`src/rtl/l2_port_arbiter.sv`:
```
// Shares one L2 request/response port between the L1I and L1D caches: round-robin
// into a single registered request slot, in-order source-ID FIFO for read responses.
module l2_port_arbiter #(
  parameter int PADDR_BITS      = 22,
  parameter int MAX_OUTSTANDING = 4
) (
  input  logic                                   clk_in,
  input  logic                                   rst_N_in,
  input  logic                                   i_valid_in,
  output logic                                   i_ready_out,
  input  logic [PADDR_BITS-1:0]                  i_addr_in,
  input  logic [63:0]                            i_value_in,
  input  logic                                   i_we_in,
  input  logic                                   d_valid_in,
  output logic                                   d_ready_out,
  input  logic [PADDR_BITS-1:0]                  d_addr_in,
  input  logic [63:0]                            d_value_in,
  input  logic                                   d_we_in,
  output logic                                   lc_valid_out,
  input  logic                                   lc_ready_in,
  output logic [PADDR_BITS-1:0]                  lc_addr_out,
  output logic [63:0]                            lc_value_out,
  output logic                                   lc_we_out,
  input  logic                                   lc_valid_in,
  output logic                                   lc_ready_out,
  input  logic [PADDR_BITS-1:0]                  lc_addr_in,
  input  logic [63:0]                            lc_value_in,
  output logic                                   i_resp_valid_out,
  input  logic                                   i_resp_ready_in,
  output logic                                   d_resp_valid_out,
  input  logic                                   d_resp_ready_in,
  output logic [PADDR_BITS-1:0]                  resp_addr_out,
  output logic [63:0]                            resp_value_out,
  output logic [$clog2(MAX_OUTSTANDING+1)-1:0]   outstanding_out,
  output logic                                   orphan_err_out
);

  localparam int PTR_W = (MAX_OUTSTANDING > 1) ? $clog2(MAX_OUTSTANDING) : 1;
  localparam int CNT_W = $clog2(MAX_OUTSTANDING + 1);
  localparam logic [CNT_W-1:0] FULL_COUNT = CNT_W'(MAX_OUTSTANDING);
  localparam logic [CNT_W-1:0] CNT_ONE    = CNT_W'(1);
  localparam logic [PTR_W-1:0] PTR_ONE    = PTR_W'(1);

  typedef enum logic {SRC_I = 1'b0, SRC_D = 1'b1} src_e;

  logic                         lc_valid_r;
  logic [PADDR_BITS-1:0]        lc_addr_r;
  logic [63:0]                  lc_value_r;
  logic                         lc_we_r;
  src_e                         last_grant_r;
  logic [MAX_OUTSTANDING-1:0]   fifo_src_r;
  logic [PTR_W-1:0]             head_r;
  logic [PTR_W-1:0]             tail_r;
  logic [CNT_W-1:0]             count_r;
  logic                         orphan_r;

  logic                         slot_free_s;
  logic                         fifo_full_s;
  logic                         fifo_empty_s;
  logic                         i_elig_s;
  logic                         d_elig_s;
  logic                         grant_i_s;
  logic                         grant_d_s;
  logic                         grant_any_s;
  logic                         push_s;
  logic                         pop_s;
  logic                         head_is_d_s;
  logic                         i_resp_valid_s;
  logic                         d_resp_valid_s;
  logic                         lc_ready_s;

  assign slot_free_s  = !lc_valid_r || lc_ready_in;
  // A pop in the same cycle deliberately does not make room for a new read.
  assign fifo_full_s  = (count_r == FULL_COUNT);
  assign fifo_empty_s = (count_r == {CNT_W{1'b0}});
  assign i_elig_s     = i_valid_in && slot_free_s && (i_we_in || !fifo_full_s);
  assign d_elig_s     = d_valid_in && slot_free_s && (d_we_in || !fifo_full_s);
  assign grant_any_s  = grant_i_s || grant_d_s;
  assign push_s       = (grant_i_s && !i_we_in) || (grant_d_s && !d_we_in);
  assign pop_s        = lc_valid_in && lc_ready_s && !fifo_empty_s;
  assign head_is_d_s  = fifo_src_r[head_r];

  // Round-robin grant: on a tie the requester that did not win last time goes.
  always_comb begin
    grant_i_s = 1'b0;
    grant_d_s = 1'b0;
    if (i_elig_s && d_elig_s) begin
      if (last_grant_r == SRC_I) begin
        grant_d_s = 1'b1;
      end else begin
        grant_i_s = 1'b1;
      end
    end else if (i_elig_s) begin
      grant_i_s = 1'b1;
    end else if (d_elig_s) begin
      grant_d_s = 1'b1;
    end else begin
      grant_i_s = 1'b0;
      grant_d_s = 1'b0;
    end
  end

  // Response steering to the FIFO head's source; with nothing outstanding responses are dropped.
  always_comb begin
    i_resp_valid_s = 1'b0;
    d_resp_valid_s = 1'b0;
    lc_ready_s     = 1'b1;
    if (fifo_empty_s) begin
      lc_ready_s = 1'b1;
    end else if (head_is_d_s) begin
      d_resp_valid_s = lc_valid_in;
      lc_ready_s     = d_resp_ready_in;
    end else begin
      i_resp_valid_s = lc_valid_in;
      lc_ready_s     = i_resp_ready_in;
    end
  end

  // Output request slot; holds stable while L2 back-pressures.
  always_ff @(posedge clk_in or negedge rst_N_in) begin
    if (!rst_N_in) begin
      lc_valid_r   <= 1'b0;
      lc_addr_r    <= {PADDR_BITS{1'b0}};
      lc_value_r   <= 64'h0;
      lc_we_r      <= 1'b0;
      last_grant_r <= SRC_I;
    end else if (grant_i_s) begin
      lc_valid_r   <= 1'b1;
      lc_addr_r    <= i_addr_in;
      lc_value_r   <= i_value_in;
      lc_we_r      <= i_we_in;
      last_grant_r <= SRC_I;
    end else if (grant_d_s) begin
      lc_valid_r   <= 1'b1;
      lc_addr_r    <= d_addr_in;
      lc_value_r   <= d_value_in;
      lc_we_r      <= d_we_in;
      last_grant_r <= SRC_D;
    end else if (slot_free_s) begin
      lc_valid_r   <= 1'b0;
    end else begin
      lc_valid_r   <= lc_valid_r;
    end
  end

  // Source-ID FIFO for reads in flight plus the sticky orphan flag.
  always_ff @(posedge clk_in or negedge rst_N_in) begin
    if (!rst_N_in) begin
      fifo_src_r <= {MAX_OUTSTANDING{1'b0}};
      head_r     <= {PTR_W{1'b0}};
      tail_r     <= {PTR_W{1'b0}};
      count_r    <= {CNT_W{1'b0}};
      orphan_r   <= 1'b0;
    end else begin
      if (push_s) begin
        fifo_src_r[tail_r] <= grant_d_s;
        tail_r             <= tail_r + PTR_ONE;
      end
      if (pop_s) begin
        head_r <= head_r + PTR_ONE;
      end
      if (push_s && !pop_s) begin
        count_r <= count_r + CNT_ONE;
      end else if (pop_s && !push_s) begin
        count_r <= count_r - CNT_ONE;
      end else begin
        count_r <= count_r;
      end
      if (lc_valid_in && fifo_empty_s) begin
        orphan_r <= 1'b1;
      end
    end
  end

  assign i_ready_out      = grant_i_s;
  assign d_ready_out      = grant_d_s;
  assign lc_valid_out     = lc_valid_r;
  assign lc_addr_out      = lc_addr_r;
  assign lc_value_out     = lc_value_r;
  assign lc_we_out        = lc_we_r;
  assign lc_ready_out     = lc_ready_s;
  assign i_resp_valid_out = i_resp_valid_s;
  assign d_resp_valid_out = d_resp_valid_s;
  assign resp_addr_out    = lc_addr_in;
  assign resp_value_out   = lc_value_in;
  assign outstanding_out  = count_r;
  assign orphan_err_out   = orphan_r;

endmodule
```
`config.mk`:
```
export PLATFORM = sky130hd
export DESIGN_NAME = l2_port_arbiter
export DESIGN_NICKNAME = d
export VERILOG_FILES = /design/src/rtl/l2_port_arbiter.sv
export SDC_FILE = /design/constraint.sdc
export NUM_CORES = 1
export LEC_CHECK = 0
export BUFFER_PORTS_ARGS = -buffer_cell sky130_fd_sc_hd__buf_2
export CAP_MARGIN = 10
export CORE_AREA = 10 10 166 168
export DETAILED_ROUTE_END_ITERATION = 12
export DIE_AREA = 0 0 176 178
export GPL_ROUTABILITY_DRIVEN = 0
export GPL_TIMING_DRIVEN = 0
export PLACE_DENSITY_LB_ADDON = 0.15
export SLEW_MARGIN = 15
export SYNTH_ARGS = -nofsm -noshare
export SYNTH_HDL_FRONTEND = slang
export SYNTH_SLANG_ARGS = --single-unit
export TNS_END_PERCENT = 100
```
`constraint.sdc`:
```
create_clock -name clk_in -period 6.8 [get_ports clk_in]
set_input_delay 0.68 -clock clk_in [delete_from_list [all_inputs] [get_ports clk_in]]
set_output_delay 0.68 -clock clk_in [all_outputs]
set_load 0.1 [all_outputs]
```
==> flow_metrics.py <==
metrics = {
    "detailed_routing": {
        "dr.pass1.iters": 4,
        "vias_per_cell": 4.386,
        "wl_microns": 23940,
        "wl_per_cell_microns": 20.58,
        "drc": 0,
        "via_count": 5101,
        "antenna_left": 0,
        "drtIter0Drc": 213,
    },
    "clocking": {
        "clkSlewWorstSetupHoldPaths_ps": 80,
        "tritoncts": "yes",
        "cts_resized": 0,
        "clock-sinks": 101,
        "cts_setup_buffers": 0,
        "insertion_delay_ps": 350,
        "cts-buffers-inserted": 9,
        "clockBufferDepth": 2,
        "h-tree-depth": 3,
        "clockRootBuffer": "clkbuf_16",
        "cts_hold_buf": 0,
    },
    "worst_hold_path": {
        "holdCritPathClass": "in2async",
    },
    "critical_path": {
        "cp_cell_sequence": "or3b_1 -> buf_4 -> o21ba_2 -> nor2_2 -> buf_2 -> buf_2",
        "arrival_ps": 2880,
        "cp_top_family": "buffers and inverters",
        "crit_path_end_kind": "primary output",
        "path_buf_inv": 3,
        "slowest_stage": "nor2_2",
        "path_max_fanout": 10,
        "cp_data_required_time_ps": 6120,
        "setup.worst_path.start_class": "flop",
        "crit_path_frequent_cell": "buf_2",
        "worst_path_largest_cell_delay_ps": 470,
        "path_class": "reg2out",
    },
    "final_layout": {
        "fill_cells": 2615,
        "multi_input_area_sq_um": 1867,
        "finalInstanceArea_sq_um": 7823,
        "ff_latch_area_sq_um": 2527,
        "layout-drive-gt1-share_pct": 58.35,
        "layout.nets": 1107,
        "final_util_pct": 32.45,
        "stdcell_count": 1163,
        "areaGrowthSynthToFinish_pct": 49.21,
    },
    "pwr": {
        "leakage_nw": 4.364,
        "seqPwrFrac_pct": 21.8,
        "clkPwrFrac_pct": 12.7,
        "p_per_area_nw_per_um2": 563.5,
        "ir_worst_vdd_mv": 0.2898,
        "p_sw_share_pct": 61.76,
        "power_frac_comb_pct": 65.4,
        "switchingPower_mw": 2.722,
        "p_int_mw": 1.686,
        "totalPowerFinal_mw": 4.408,
    },
    "run": {
        "drv_cap": 0,
    },
    "logic_synthesis": {
        "avgSynthCellArea_sq_um": 11.47,
        "ys_seq_area_share_pct": 48.21,
        "synth-main-ff-cell": "dfrtp_1",
        "synth_area_leaders": "dfrtp_1, a221o_1, buf_4, and3_1, clkbuf_1",
        "async_flop_share_pct": 100.0,
        "synth_fp_nets": 731,
        "syn_area_sq_um": 5243,
        "syn_inst": 457,
        "yosysUniqueCellTypes": 37,
        "synth_top_area_share_pct": 48.21,
        "synth_top_area_cell": "dfrtp_1",
        "yosysMostFrequentCell": "dfrtp_1",
        "ys_seq_elements": 101,
        "ys_top_cells_by_count": "dfrtp_1, buf_4, a221o_1, and3_1, clkbuf_1",
        "synth_edf_count": 0,
        "yosys_warnings": 0,
    },
    "grt": {
        "grt_overflow_total": 0,
        "track_usage_pct": 14.44,
        "grt_pass1_vias": 5739,
        "grt_pass1_wl_microns": 35290,
        "grt_max_degree": 55,
        "antenna_found_initial": 2,
    },
    "placed_design": {
        "numPortBuffers": 364,
        "placed_area_sq_um": 7503,
        "placed_cells": 1146,
        "place_hpwl_microns": 19230,
    },
    "timing": {
        "setup_tns_ps": 0,
        "fin_worst_skew_ps": 11.74,
        "finalHoldViolCount": 0,
        "relSlewSlack_pct": 59.58,
        "finalSetupViolations": 0,
        "worst-slew-pin-transition_ps": 606.3,
        "grt_setup_unrepaired": "no",
        "finalCritPeriodShare_pct": 52.29,
        "layout_min_cycle_time_ps": 3556,
        "maxSlewViolCount": 0,
        "fmax_ghz": 0.2812,
    },
    "floorplan": {
        "pin_count": 451,
        "rows": 57,
        "die_w_microns": 176,
        "coreArea_sq_um": 24110,
        "fp.dieH_microns": 178,
        "die_area_sq_um": 31330,
        "initial_core_util_pct": 21.75,
    },
    "outcome": {
        "status": "completed",
    },
}
registers in the layout (all words and copies together) (netlist names):
register / count
orphan_err_out: 1
lc_addr_out: 22
tail_r: 2
last_grant_r: 1
lc_value_out: 64
outstanding_out: 3
fifo_src_r: 4
lc_we_out: 1
lc_valid_out: 1
head_r: 2
path summary, 6_finish.rpt:
kind | startpoint | end | slack, ps | cells after the start
worst min register to register | orphan_err_out | orphan_err_out | 490 | 1
worst max-delay path | outstanding_out[0] | i_ready_out | 3240 | 6
worst min-delay path | rst_N_in | lc_value_out[19] | 290 | 1
worst max register to register | outstanding_out[0] | lc_value_out[60] | 4150 | 7
max in group asynchronous | rst_N_in | tail_r[0] | 5850 | 2
min in group clk_in | orphan_err_out | orphan_err_out | 490 | 1
worst register-to-register path: stages, from the launching register on:
cell and delay (ps):
dfrtp_1 440, or3b_1 390, buf_4 190, o21a_1 190, a21oi_2 490, buf_2 340
buf_2 350, a221o_1 200
stage by stage:
step           setup WS, ps  hold WS (ps)
2_1_floorplan          3416         384.4
5_1_grt                3010         320.5
4_1_cts                3110         294.1
3_3_place_gp           3329         460.2
3_5_place_dp           3356         490.6
6_report               3244         286.8
cell usage in the layout, fill, tap and decap left out, drive strengths merged:
master,Yosys,final
xnor2,2,2
nand3,1,1
inv,5,8
or3b,1,1
diode,0,1
nand2b,2,2
o211ai,2,2
and4b,2,2
a21oi,5,5
nor3,1,1
o21a,2,2
clkinvlp,0,1
o21bai,1,1
o21ai,2,2
nor2,3,3
dfrtp,101,101
mux2i,6,6
o31ai,1,1
mux2,2,2
a221o,86,86
nor3b,1,1
nor2b,1,1
xor2,3,3
buf,100,465
fa,1,1
clkbuf,23,33
and3,86,86
clkinv,0,1
ha,5,5
bufinv,0,1
a31oi,5,5
o21ba,1,1
or2,1,1
nand2,4,4
or3,1,1
power by group through the flow:
stage	registers, mW	logic [mW]	clock network, mW
after CTS	0.964	2.92	0.585
after global placement	0.974	2.91	0
after global routing	0.998	3.01	0.605
after detailed placement	0.968	2.92	0
final	0.963	2.88	0.561
after floorplan	2.48	0.839	0
layer usage:
layer / wire [microns] / track usage (%)
met5: 7 / 0
met2: 12120 / 25.44
met3: 2562 / 5.962
met4: 143 / 2.649
met1: 9105 / 16.16
logic make-up (layout without fill, tap and decap cells):
group	count (synthesis)	after routing	synth area share, %
AO/OA/AOI/OAI	105	105	19.33
other	0	1	0
adder cells (fa/ha/maj)	6	6	1.575
buffers and inverters	128	509	16.18
multiplexers	8	8	1.575
flip-flops	101	101	48.21
XOR/XNOR	5	5	0.8355
AND/OR/NAND/NOR	104	104	12.29
layout make-up:
| cell class | count | area share (%) |
|---|---|---|
| inverter | 5 | 0.2399 |
| clock buffer | 10 | 3.055 |
| antenna | 1 | 0.03199 |
| sequential | 101 | 32.31 |
| tap | 324 | 5.182 |
| clock inverter | 6 | 0.9917 |
| multi-input combinational | 228 | 23.86 |
| timing repair buffer | 365 | 23.72 |
| buffer | 123 | 10.60 |
Note: power is estimated with default switching activity, not from simulation.
